**src/rtl/plru_state_tracker.sv**
```systemverilog
// plru_state_tracker: per-set 4-way tree-PLRU state store.
// ALLOC returns the victim way and advances the tree; TOUCH makes a hit way MRU.
// Tree bits per set are {L2,L1,L0}: L2 = root, L1 = ways 0/1, L0 = ways 2/3.
// Optional feature macro: PLRU_BYPASS_EN. When it is defined, an alloc and a
// touch to the same set in one cycle are serialised touch-then-alloc. When it
// is not defined, the touch is dropped and touch_dropped_o pulses.
module plru_state_tracker #(
    parameter int NUM_SETS  = 16,
    parameter int SET_IDX_W = $clog2(NUM_SETS)
) (
    input  logic                 clk_i,
    input  logic                 rst_ni,
    output logic                 ready_o,
    input  logic                 alloc_valid_i,
    input  logic [SET_IDX_W-1:0] alloc_set_i,
    output logic                 alloc_resp_valid_o,
    output logic [1:0]           alloc_way_o,
    input  logic                 touch_valid_i,
    input  logic [SET_IDX_W-1:0] touch_set_i,
    input  logic [1:0]           touch_way_i,
    output logic                 touch_dropped_o,
    input  logic                 flush_req_i,
    output logic                 flush_done_o
);

    typedef enum logic {ST_IDLE, ST_FLUSH} state_e;

    // Victim is the way the tree points away from.
    function automatic logic [1:0] alloc_victim(input logic [2:0] s);
        return s[2] ? {1'b0, ~s[1]} : {1'b1, ~s[0]};
    endfunction

    // Point the tree away from way w; only the root and w's pair bit change.
    function automatic logic [2:0] touch_next(input logic [2:0] s, input logic [1:0] w);
        return w[1] ? {1'b1, s[1], w[0]} : {1'b0, w[0], s[0]};
    endfunction

    state_e                 fsm_q;
    logic                   ready_q;
    logic [SET_IDX_W-1:0]   flush_idx_q;
    logic                   resp_valid_q;
    logic [1:0]             way_q;
    logic                   dropped_q;
    logic                   done_q;

    logic [2:0]             plru_q [NUM_SETS];
    logic [2:0]             plru_d [NUM_SETS];

    logic                   same_set;
    logic [2:0]             alloc_cur;
    logic [2:0]             alloc_src;
    logic [1:0]             victim;
    logic                   conflict_drop;

    // Victim selection and next-state of the whole tree array.
    always_comb begin
        same_set  = (alloc_set_i == touch_set_i);
        alloc_cur = plru_q[alloc_set_i];
`ifdef PLRU_BYPASS_EN
        // Same-set touch is folded in ahead of the alloc, so the hit way is protected.
        alloc_src     = (touch_valid_i && same_set) ? touch_next(alloc_cur, touch_way_i) : alloc_cur;
        conflict_drop = 1'b0;
`else
        // Alloc sees the pre-touch state; its write below overrides the touch.
        alloc_src     = alloc_cur;
        conflict_drop = alloc_valid_i && touch_valid_i && same_set;
`endif
        victim = alloc_victim(alloc_src);

        plru_d = plru_q;
        if (fsm_q == ST_FLUSH) begin
            plru_d[flush_idx_q] = 3'b000;
        end else if (ready_q) begin
            if (touch_valid_i)
                plru_d[touch_set_i] = touch_next(plru_q[touch_set_i], touch_way_i);
            // Alloc write last: on a same-set collision it is the value that sticks.
            if (alloc_valid_i)
                plru_d[alloc_set_i] = touch_next(alloc_src, victim);
        end
    end

    // Tree state storage.
    always_ff @(posedge clk_i or negedge rst_ni) begin
        if (!rst_ni) begin
            for (int i = 0; i < NUM_SETS; i++) plru_q[i] <= 3'b000;
        end else begin
            plru_q <= plru_d;
        end
    end

    // Control FSM with registered response outputs.
    always_ff @(posedge clk_i or negedge rst_ni) begin
        if (!rst_ni) begin
            fsm_q        <= ST_IDLE;
            ready_q      <= 1'b1;
            flush_idx_q  <= '0;
            resp_valid_q <= 1'b0;
            way_q        <= 2'd0;
            dropped_q    <= 1'b0;
            done_q       <= 1'b0;
        end else begin
            resp_valid_q <= 1'b0;
            dropped_q    <= 1'b0;
            done_q       <= 1'b0;
            case (fsm_q)
                ST_IDLE: begin
                    if (alloc_valid_i) begin
                        resp_valid_q <= 1'b1;
                        way_q        <= victim;
                        dropped_q    <= conflict_drop;
                    end
                    if (flush_req_i) begin
                        fsm_q       <= ST_FLUSH;
                        ready_q     <= 1'b0;
                        flush_idx_q <= '0;
                    end
                end
                ST_FLUSH: begin
                    flush_idx_q <= flush_idx_q + 1'b1;
                    // Raise done so it is visible during the cycle the last set is cleared.
                    if (flush_idx_q == SET_IDX_W'(NUM_SETS - 2))
                        done_q <= 1'b1;
                    if (flush_idx_q == SET_IDX_W'(NUM_SETS - 1)) begin
                        fsm_q       <= ST_IDLE;
                        ready_q     <= 1'b1;
                        flush_idx_q <= '0;
                    end
                end
                default: begin
                    fsm_q   <= ST_IDLE;
                    ready_q <= 1'b1;
                end
            endcase
        end
    end

    assign ready_o            = ready_q;
    assign alloc_resp_valid_o = resp_valid_q;
    assign alloc_way_o        = way_q;
    assign touch_dropped_o    = dropped_q;
    assign flush_done_o       = done_q;

endmodule

```
**config.mk**
```make
export PLATFORM = sky130hd
export DESIGN_NAME = plru_state_tracker
export DESIGN_NICKNAME = d
export VERILOG_FILES = /design/src/rtl/plru_state_tracker.sv
export SDC_FILE = /design/constraint.sdc
export NUM_CORES = 1
export LEC_CHECK = 0
export ABC_AREA = 1
export BUFFER_PORTS_ARGS = -buffer_cell sky130_fd_sc_hd__buf_2
export CAP_MARGIN = 5
export CORE_MARGIN = 4
export CORE_UTILIZATION = 52
export DETAILED_ROUTE_END_ITERATION = 7
export GPL_TIMING_DRIVEN = 0
export MAX_ROUTING_LAYER = met4
export PLACE_DENSITY = 0.69
export SYNTH_ARGS = -nofsm -noshare
export SYNTH_HDL_FRONTEND = slang
export SYNTH_SLANG_ARGS = --single-unit
```
**constraint.sdc**
```tcl
create_clock -name clk_i -period 3.9 [get_ports clk_i]
set_input_delay 0.78 -clock clk_i [delete_from_list [all_inputs] [get_ports clk_i]]
set_output_delay 0.78 -clock clk_i [all_outputs]
set_load 0.005 [all_outputs]
```
# [After elaboration in Yosys (flattened, before gate mapping)]
# Index checks and enable logic that the tools add are counted.
[totals] out_inout_bits=6 ff_bits=59
[classes] bitwise_logic=8 addsub=1 mux=38 n_lt_le_gt_ge=6 reduce_logical=8 n_eq_ne=5
[op_table] op="2-to-1 mux 48 bit" count=6
[op_table] op="bitwise mux 48 bit" count=2
[op_table] op="AND 48 bit" count=1
[op_table] op="inverter 48 bit" count=1
[op_table] op="demux 3 bit (select 4 bit)" count=3
[op_table] op="binary-select mux 3 bit (select 4 bit)" count=2
[op_table] op="2-to-1 mux 3 bit" count=7
[op_table] op="greater-or-equal comparator 5 bit, second input constant" count=3
[op_table] op="< comparator 5 x 1 -> 1 bit, second input constant" count=3
[op_table] op="inverter 4 -> 5 bit" count=3
[op_table] op="2-to-1 mux 1 bit" count=10
[op_table] op="equality test 4 bit, second input constant" count=2
[op_table] op="2-to-1 mux 4 bit" count=2
[op_table] op="one-hot mux 4 bit (2 select lines)" count=1
[op_table] op="2-to-1 mux 2 bit" count=3
[op_table] op="logical AND 1 bit" count=5
[op_table] op="adder 4 x 1 -> 4 bit, second input constant" count=1
[op_table] op="equality test 4 bit" count=1
[op_table] op="one-hot mux 1 bit (2 select lines)" count=2
[op_table] op="AND reduction 2 bit" count=2
[op_table] op="inverter 1 bit" count=3
[op_table] op="inequality test 2 x 1 -> 1 bit, second input constant" count=1
[op_table] op="inequality test 2 bit, second input constant" count=1
[op_table] op="nonzero test 2 bit" count=1

# [Depth between registers and ports, before layout]
# Gate-level depths: netlist of run 1.
[logic_depth] depth_word=13 mapped_depth=17 mapped_depth_nobuf=15

# [Worst setup path before layout of run 1]
# OpenSTA, ideal clock, no wires.
[synth_path] path_kind="input-to-reg" start="in alloc_set_i[0]" end="reg plru_q[30] in the netlist's numbering" arrival_ns=1.962 path_slack_ns=1.810 stages=16 setup_time_ns=0.128 required_time_ns=3.772 path_cell_list="inv_2 -> buf_2 -> nand2_1 -> nand2_1 -> nand2_1 -> nand2_1 -> nand2_1 -> nand2_1 -> nor2_1 -> nand2_1 -> nand2_1 -> inv_2 -> buf_6 -> nand2_1 -> nand3_1 -> o21ai_2"
[synth_via] elab_chain_cells=11 elab_cells_between_ends=17
[synth_lines] element="start, declared" line_no="15" rtl="input logic [SET_IDX_W-1:0] alloc_set_i,"
[synth_lines] element="inverter 4 -> 5 bit (implied by the code) (*)" line_no="58, 78"
[synth_lines] element="binary-select mux 3 bit (select 4 bit)" line_no="58" rtl="alloc_cur = plru_q[alloc_set_i];"
[synth_lines] element="2-to-1 mux 3 bit (implied by the code) (2 in a row)" line_no="58"
[synth_lines] element="inverter 1 bit" line_no="30" rtl="return s[2] ? {1'b0, ~s[1]} : {1'b1, ~s[0]};"
[synth_lines] element="2-to-1 mux 2 bit" line_no="30"
[synth_lines] element="2-to-1 mux 3 bit" line_no="35" rtl="return w[1] ? {1'b1, s[1], w[0]} : {1'b0, w[0], s[0]};"
[synth_lines] element="bitwise mux 48 bit (*)" line_no="78" rtl="plru_d[alloc_set_i] = touch_next(alloc_src, victim);"
[synth_lines] element="2-to-1 mux 48 bit (*)" line_no="77" rtl="if (alloc_valid_i)"
[synth_lines] element="2-to-1 mux 48 bit (*)" line_no="73" rtl="end else if (ready_q) begin"
[synth_lines] element="2-to-1 mux 48 bit (*)" line_no="71" rtl="if (fsm_q == ST_FLUSH) begin"
[synth_lines] element="end signal, assigned" line_no="87" rtl="plru_q <= plru_d;"
[synth_lines] element="end, declared" line_no="46" rtl="logic [2:0] plru_q [NUM_SETS];"
# Mark *: on every way between the ends. The rest lies on a longest branch, timed or not. The select of a mux whose other input is x is not followed.
# A chain may end at the register's enable or synchronous reset.

# [Worst setup path in the final report of run 1]
[layout_path] start="in alloc_set_i[1]" end="reg plru_q[5] in the netlist's numbering"
[layout_via] elab_chain_cells=10 elab_cells_between_ends=15
[layout_lines] element="inverter 4 -> 5 bit (implied by the code) (*)" line_no="58, 78"
[layout_lines] element="binary-select mux 3 bit (select 4 bit)" line_no="58"
[layout_lines] element="2-to-1 mux 3 bit (implied by the code) (2 in a row)" line_no="58"
[layout_lines] element="2-to-1 mux 2 bit" line_no="30"
[layout_lines] element="2-to-1 mux 3 bit" line_no="35"
[layout_lines] element="bitwise mux 48 bit (*)" line_no="78"
[layout_lines] element="2-to-1 mux 48 bit (*)" line_no="77"
[layout_lines] element="2-to-1 mux 48 bit (*)" line_no="73"
[layout_lines] element="2-to-1 mux 48 bit (*)" line_no="71"
# Marked as above.

==> metrics, run 1 <==
status finished, final reports clean; combinational share of power 0.465; footprint of the multi-input gates 2580 um2; sw power between 1000 and 1500 uW; Nets a little under 800; Worst slew margin 0.393; crit path DAT roughly 2700 ps; post-route insts no fill roughly 890; Fin Setup TNS 0 ps; Ys Warns 0; Tot Pwr 3160 uW; RSZ-0062 raised after global routing false; max-slew violations 0; Congestion Overflow GR 0; most frequent cells in the layout nand2_1 (266), inv_1 (88), o21ai_0 (72); Post-CTS Hold Buffers 0; Final period util 0.644; Port Buffer Count 20; P&R area growth vs syn 9.93%; clock tree buffer depth 2; Internal Power 1660 uW; post-route antenna net violation count 0; post_cts resized 0; Post-Syn Instances 744; first-pass GRT wire length roughly 26 mm; violation count after the first detailed-route iteration approximately 530; dpl hpwl 12.0 mm; switching share of power 0.474; FF/Latch Area approximately 1500 um2; Worst-Margin Slew about 900 ps; DR vias/cell between 5 and 6; drt total wl between 15 and 20 mm; layout cell share with drive strength beyond 1 0.0960; CORE AREA ~8400 um2; CTS tree yes; Layout fillers 820; Clk network pwr share 0.190; die area ~10000 um2; initial antenna violation count 0; Inst Count DP 870; H-Tree Depth 3; Ports 21; Die X around 100 um; largest net degree at the start of global routing 38; n_diodes 0; Seq pwr share 0.345; post-synthesis cell type count 31; global-route usage over all layers 0.339; PD cells around 630 nW/um2; DRC errors left 0; Peak VDD IR between 0.0004 and 0.0005 V; CP Launch Type input pin; root buffer cell clkbuf_8; die height between 100 and 150 um; final setup fails 0; Hold/Removal Path Class input pin to asynchronous set/reset pin; Yosys reg bits 59; total setup buffers inserted after CTS 0; Cell Area, Synth about 4600 um2; final weighted congestion in routability-driven placement ~1; Pleak ~0.0024 uW; R2R setup slack approximately 1800 ps; clk_lat worst skew 350 ps; Final Hold Viols 0; fmax between 0.3 and 0.4 GHz; number of cell rows 33; first-pass detailed-route iteration total 5; Setup Skew about 12 ps; clk sinks 59; Worst Setup End Kind flip-flop; CTS Buf Count 9; # Max-Cap Violations 0; Initial Utilization 0.546; number of global-route vias before repair about 4900; Clock transition at path regs ~80 ps; Crit Path Class input pin to flip-flop; Vias about 5300; WL/cell ~18 um; Mapped Avg Cell Area ~6.1 um2; fin util 0.600; Crit path required time 4100 ps; Worst Path Max Fanout 10; commonest non-fill, non-tap cell in the layout nand2_1; register area share after synthesis 0.323; Net Count, Synth between 700 and 800; fin crit period 2510 ps
[area by class of cell]
type	instances	share of cell area
multi-input cells	566	0.513
flip-flops and latches	59	0.294
inverters	94	0.0702
plain buffers	25	0.0323
clock buffers	11	0.0281
well taps	105	0.0261
repair buffers	21	0.0239
clock inverters	5	0.0122
[power by group through the flow]
stage	Combinational, uW	Clock (uW)	Sequential, uW
after global placement	1390	0	1080
final	1470	601	1090
after CTS	1430	604	1080
after global routing	1640	627	1120
after detailed placement	1420	0	1090
after floorplan	1020	0	1010
[synth_stat cells]
master,count,area (um2)
nor2_4,1,11.3
dfrtp_1,58,1450
xnor2_1,1,8.76
a31oi_1,3,18.8
buf_2,9,45.0
o2111ai_1,1,8.76
nand3_1,47,235
buf_4,3,22.5
a21oi_1,68,340
o21ai_0,72,360
nor3_1,3,15.0
buf_6,4,45.0
nand2_2,6,37.5
o21ai_2,7,61.3
nor4_1,1,6.26
o21ai_1,6,30.0
o22ai_1,20,125
nand2_1,266,998
xor2_1,1,8.76
buf_12,1,20.0
nand4_1,1,6.26
dfstp_2,1,26.3
o211ai_1,1,7.51
inv_1,88,330
ha_1,4,50.1
clkbuf_1,8,30.0
o31ai_1,7,52.6
inv_2,6,22.5
nor2_1,48,180
o221ai_1,1,8.76
nor3_2,1,10.0
[critical path, stage by stage]
cell and delay (ps):
buf_2 170, inv_2 130, buf_2 200, nor3_1 630
nand2_1 120, inv_1 200, a21oi_1 50, o21ai_0 120
nand2_1 80, a21oi_1 160, a21oi_1 60
[through the flow]
stage               hold slack, ps  setup slack [ps]  instance area, um2
floorplan                      476              1810                4570
global placement               465              1100                4810
detailed placement             472              1080                4830
CTS                            423              1430                5030
global route                   439              1180                5030
finish                         409              1390                5030
[sequential cells by signal, summed over array words and instances (netlist names)]
name and cells:
alloc_way_o 2, flush_done_o 1, ready_o 1, plru_q 48, fsm_q 1, alloc_resp_valid_o 1
flush_idx_q 4, touch_dropped_o 1
[cell families after synthesis]
group           synth area share
buf+inv                    0.113
compound gates             0.222
xor+xnor                 0.00383
simple gates               0.328
fa+ha+maj                 0.0109
flops                      0.323
[layer usage]
metal  routed length [um]  global-route usage  part of all wire
met5                    0                   -                 0
met4                  620               0.125             0.038
met3                 1780              0.0634              0.11
met2                 6950               0.512              0.43
met1                 6960               0.453              0.43
[worst paths after layout]
check	from	endpoint	cells after the start
worst min register to register	alloc_way_o[1]	alloc_way_o[1]	2
worst max register to register	fsm_q	plru_q[14]	6
worst min-delay path	rst_ni	plru_q[34]	1
worst max-delay path	alloc_set_i[1]	plru_q[5]	11
min in group clk_i	alloc_way_o[1]	alloc_way_o[1]	2
max in group asynchronous	rst_ni	plru_q[14]	2
Power figures use the tool's default switching activity.
==> run 2: changes to the inputs <==
--- a/config.mk
+++ b/config.mk
@@ -13,7 +13,7 @@
 export DETAILED_ROUTE_END_ITERATION = 7
 export GPL_TIMING_DRIVEN = 0
 export MAX_ROUTING_LAYER = met4
-export PLACE_DENSITY = 0.69
+export PLACE_DENSITY = 0.72
 export SYNTH_ARGS = -nofsm -noshare
 export SYNTH_HDL_FRONTEND = slang
 export SYNTH_SLANG_ARGS = --single-unit
==> constraint.sdc (replaced) <==
create_clock -name clk_i -period 2.3 [get_ports clk_i]
set_input_delay 0.46 -clock clk_i [delete_from_list [all_inputs] [get_ports clk_i]]
set_output_delay 0.46 -clock clk_i [all_outputs]
set_load 0.005 [all_outputs]
==> run 2 against run 1 <==
  * Register-to-register slack worse by 1600 ps
  * Core utilization increased by 0.30 points
  * Worst setup slack worse by 1300 ps
  * Final cell count down 0.11%
  * First-iteration DRC count stayed put
  * Cell area is 0.50% higher
  * Worst hold slack worse by 250 ps
  * Sequential share of layout area fell by 0.15 points
  * Largest power group unchanged
  * Sequential cell count unchanged
  * Total power increased by 75%
  * Clock power is 100% higher
  * Routed wire length increased by 1.0%
==> metrics, run 2 (synthesis results as in run 1) <==
status finished, final reports clean; layout cell share with drive strength beyond 1 0.0974; post-route antenna net violation count 0; RSZ-0062 raised after global routing false; violation count after the first detailed-route iteration 533; Clk network pwr share 0.217; fin crit period approximately 2200 ps; Nets a little under 800; CTS Buf Count 9; PD cells about 1100 nW/um2; total setup buffers inserted after CTS 0; commonest non-fill, non-tap cell in the layout nand2_1; # Max-Cap Violations 0; n_diodes 0; Port Buffer Count 20; Crit Path Class input pin to flip-flop; fmax around 0.45 GHz; P&R area growth vs syn 10.5%; max reg flops 48; combinational share of power 0.451; Layout fillers ~880; number of global-route vias before repair 4934; Worst Setup End Kind flip-flop; first-pass detailed-route iteration total 6; most frequent cells in the layout nand2_1 (266), inv_1 (88), o21ai_0 (72); Top Layer Used met4; first-pass GRT wire length ~26 mm; final weighted congestion in routability-driven placement about 1.0; CORE AREA about 8400 um2; Final Hold Viols 0; switching share of power 0.457; Initial Utilization 0.546; Vias 5270; clk sinks roughly 60; sw power around 2500 uW; die height 102 um; Worst slew margin 0.283; placed inst area ~4800 um2; Fin Setup TNS 0 ps; initial antenna violation count 0; post-place setup slack -183 ps; final instance area 5050 um2; crit path DAT between 2000 and 2500 ps; final worst slack approximately 94 ps; post-route insts no fill roughly 890; largest net degree at the start of global routing 60; Clock transition at path regs about 80 ps; Setup Skew 8.19 ps; DR vias/cell just under 6; global-route usage over all layers 0.347; Congestion Overflow GR 0; die area slightly above 10000 um2; Routed met2 length 7.04 mm; DRC errors left 0; H-Tree Depth 3; r2r startpoint plru_q[18]; Top reg by flops plru_q; critical path startpoint touch_set_i[0]; Worst Path Max Fanout 10; max-slew violations 0; DR WL met3 between 1.5 and 2 mm; clk_lat worst skew between 300 and 400 ps; root buffer cell clkbuf_8; Peak VDD IR 0.000662 V; clock tree buffer depth 2; Internal Power approximately 3000 uW; Worst Hold Slack roughly 160 ps; final setup fails 0; Die X 102 um; CP Launch Type input pin; Seq pwr share 0.332; Crit path required time 2500 ps; Inst Count DP ~870; CTS tree yes; drt total wl ~16 mm; Worst-Margin Slew 1070 ps; dpl hpwl between 10 and 15 mm; number of cell rows 33; Ports 21; DRT met1 WL ~6.9 mm; Pleak between 0.002 and 0.0025 uW; Hold/Removal Path Class input pin to asynchronous set/reset pin; Final period util 0.959; WL/cell between 15 and 20 um
## run 2: cell count changes in the layout (fill, tap and decap cells not counted)
cell / before / now
clkbuf_4: 0 / 1
clkinv_2: 0 / 2
clkinvlp_4: 3 / 1
bufinv_16: 1 / 3
clkbuf_1: 9 / 8
clkbuf_8: 10 / 9
nor2_2: 0 / 1
buf_4: 3 / 4
clkinv_4: 0 / 1
buf_12: 2 / 1
nor2_1: 48 / 47
buf_2: 29 / 27
inv_6: 1 / 0
## run 2: routing by layer
layer | global-route usage | vias to the layer above
li1 | - | 2481
met1 | 0.453 | 2431
met2 | 0.499 | 299
met3 | 0.0916 | 59
met4 | 0.166 | 0
met5 | - | -
## run 2: what timing repair did
action | CTS | global route
hold buffers | 0 | 0
resized for setup | 0 | 2
setup endpoints to repair | 0 | 13
## run 2: stage by stage
| stage | util | power (uW) |
|---|---|---|
| finish | 0.603 | 5530 |
| global route | 0.603 | 5930 |
| CTS | 0.602 | 5470 |
| detailed placement | 0.573 | 4260 |
| global placement | 0.573 | 4180 |
| floorplan | - | 3450 |
## run 2: final timing paths
check                           slack (ps)  depth (start not counted)               to
worst max-delay path                    90                         14       plru_q[33]
worst min-delay path                   160                          1  touch_dropped_o
worst max register to register         150                         11       plru_q[33]
worst min register to register         480                          2   alloc_way_o[1]
max in group asynchronous             1590                          1        plru_q[9]
min in group clk_i                     410                          3            fsm_q
## run 2: power groups by stage
| stage | registers (uW) | clock network, uW | logic (uW) |
|---|---|---|---|
| 6_report | 1840 | 1200 | 2490 |
| 3_3_place_gp | 1830 | 0 | 2350 |
| 4_1_cts | 1820 | 1210 | 2440 |
| 5_1_grt | 1880 | 1250 | 2800 |
| 2_1_floorplan | 1710 | 0 | 1730 |
| 3_5_place_dp | 1840 | 0 | 2420 |
## run 2: critical path: stages
cell	delay, ps
buf_2	130
inv_2	80
buf_4	190
nand2_2	120
nor2_1	50
nor2_1	110
nand2_1	80
a21oi_1	180
nand2_1	120
nand2_1	200
buf_2	370
o21ai_0	160
nand3_1	90
o21ai_1	80
## run 2: final cells by class
type / count / area (um2) / area share
Clock inverter: 7 / 116 / 0.0230
Inverter: 94 / 353 / 0.0698
Buffer: 25 / 165 / 0.0327
Tap cell: 105 / 131 / 0.0260
Clock buffer: 9 / 124 / 0.0245
Timing Repair Buffer: 20 / 103 / 0.0203
Multi-Input combinational cell: 566 / 2580 / 0.511
Sequential cell: 59 / 1480 / 0.292
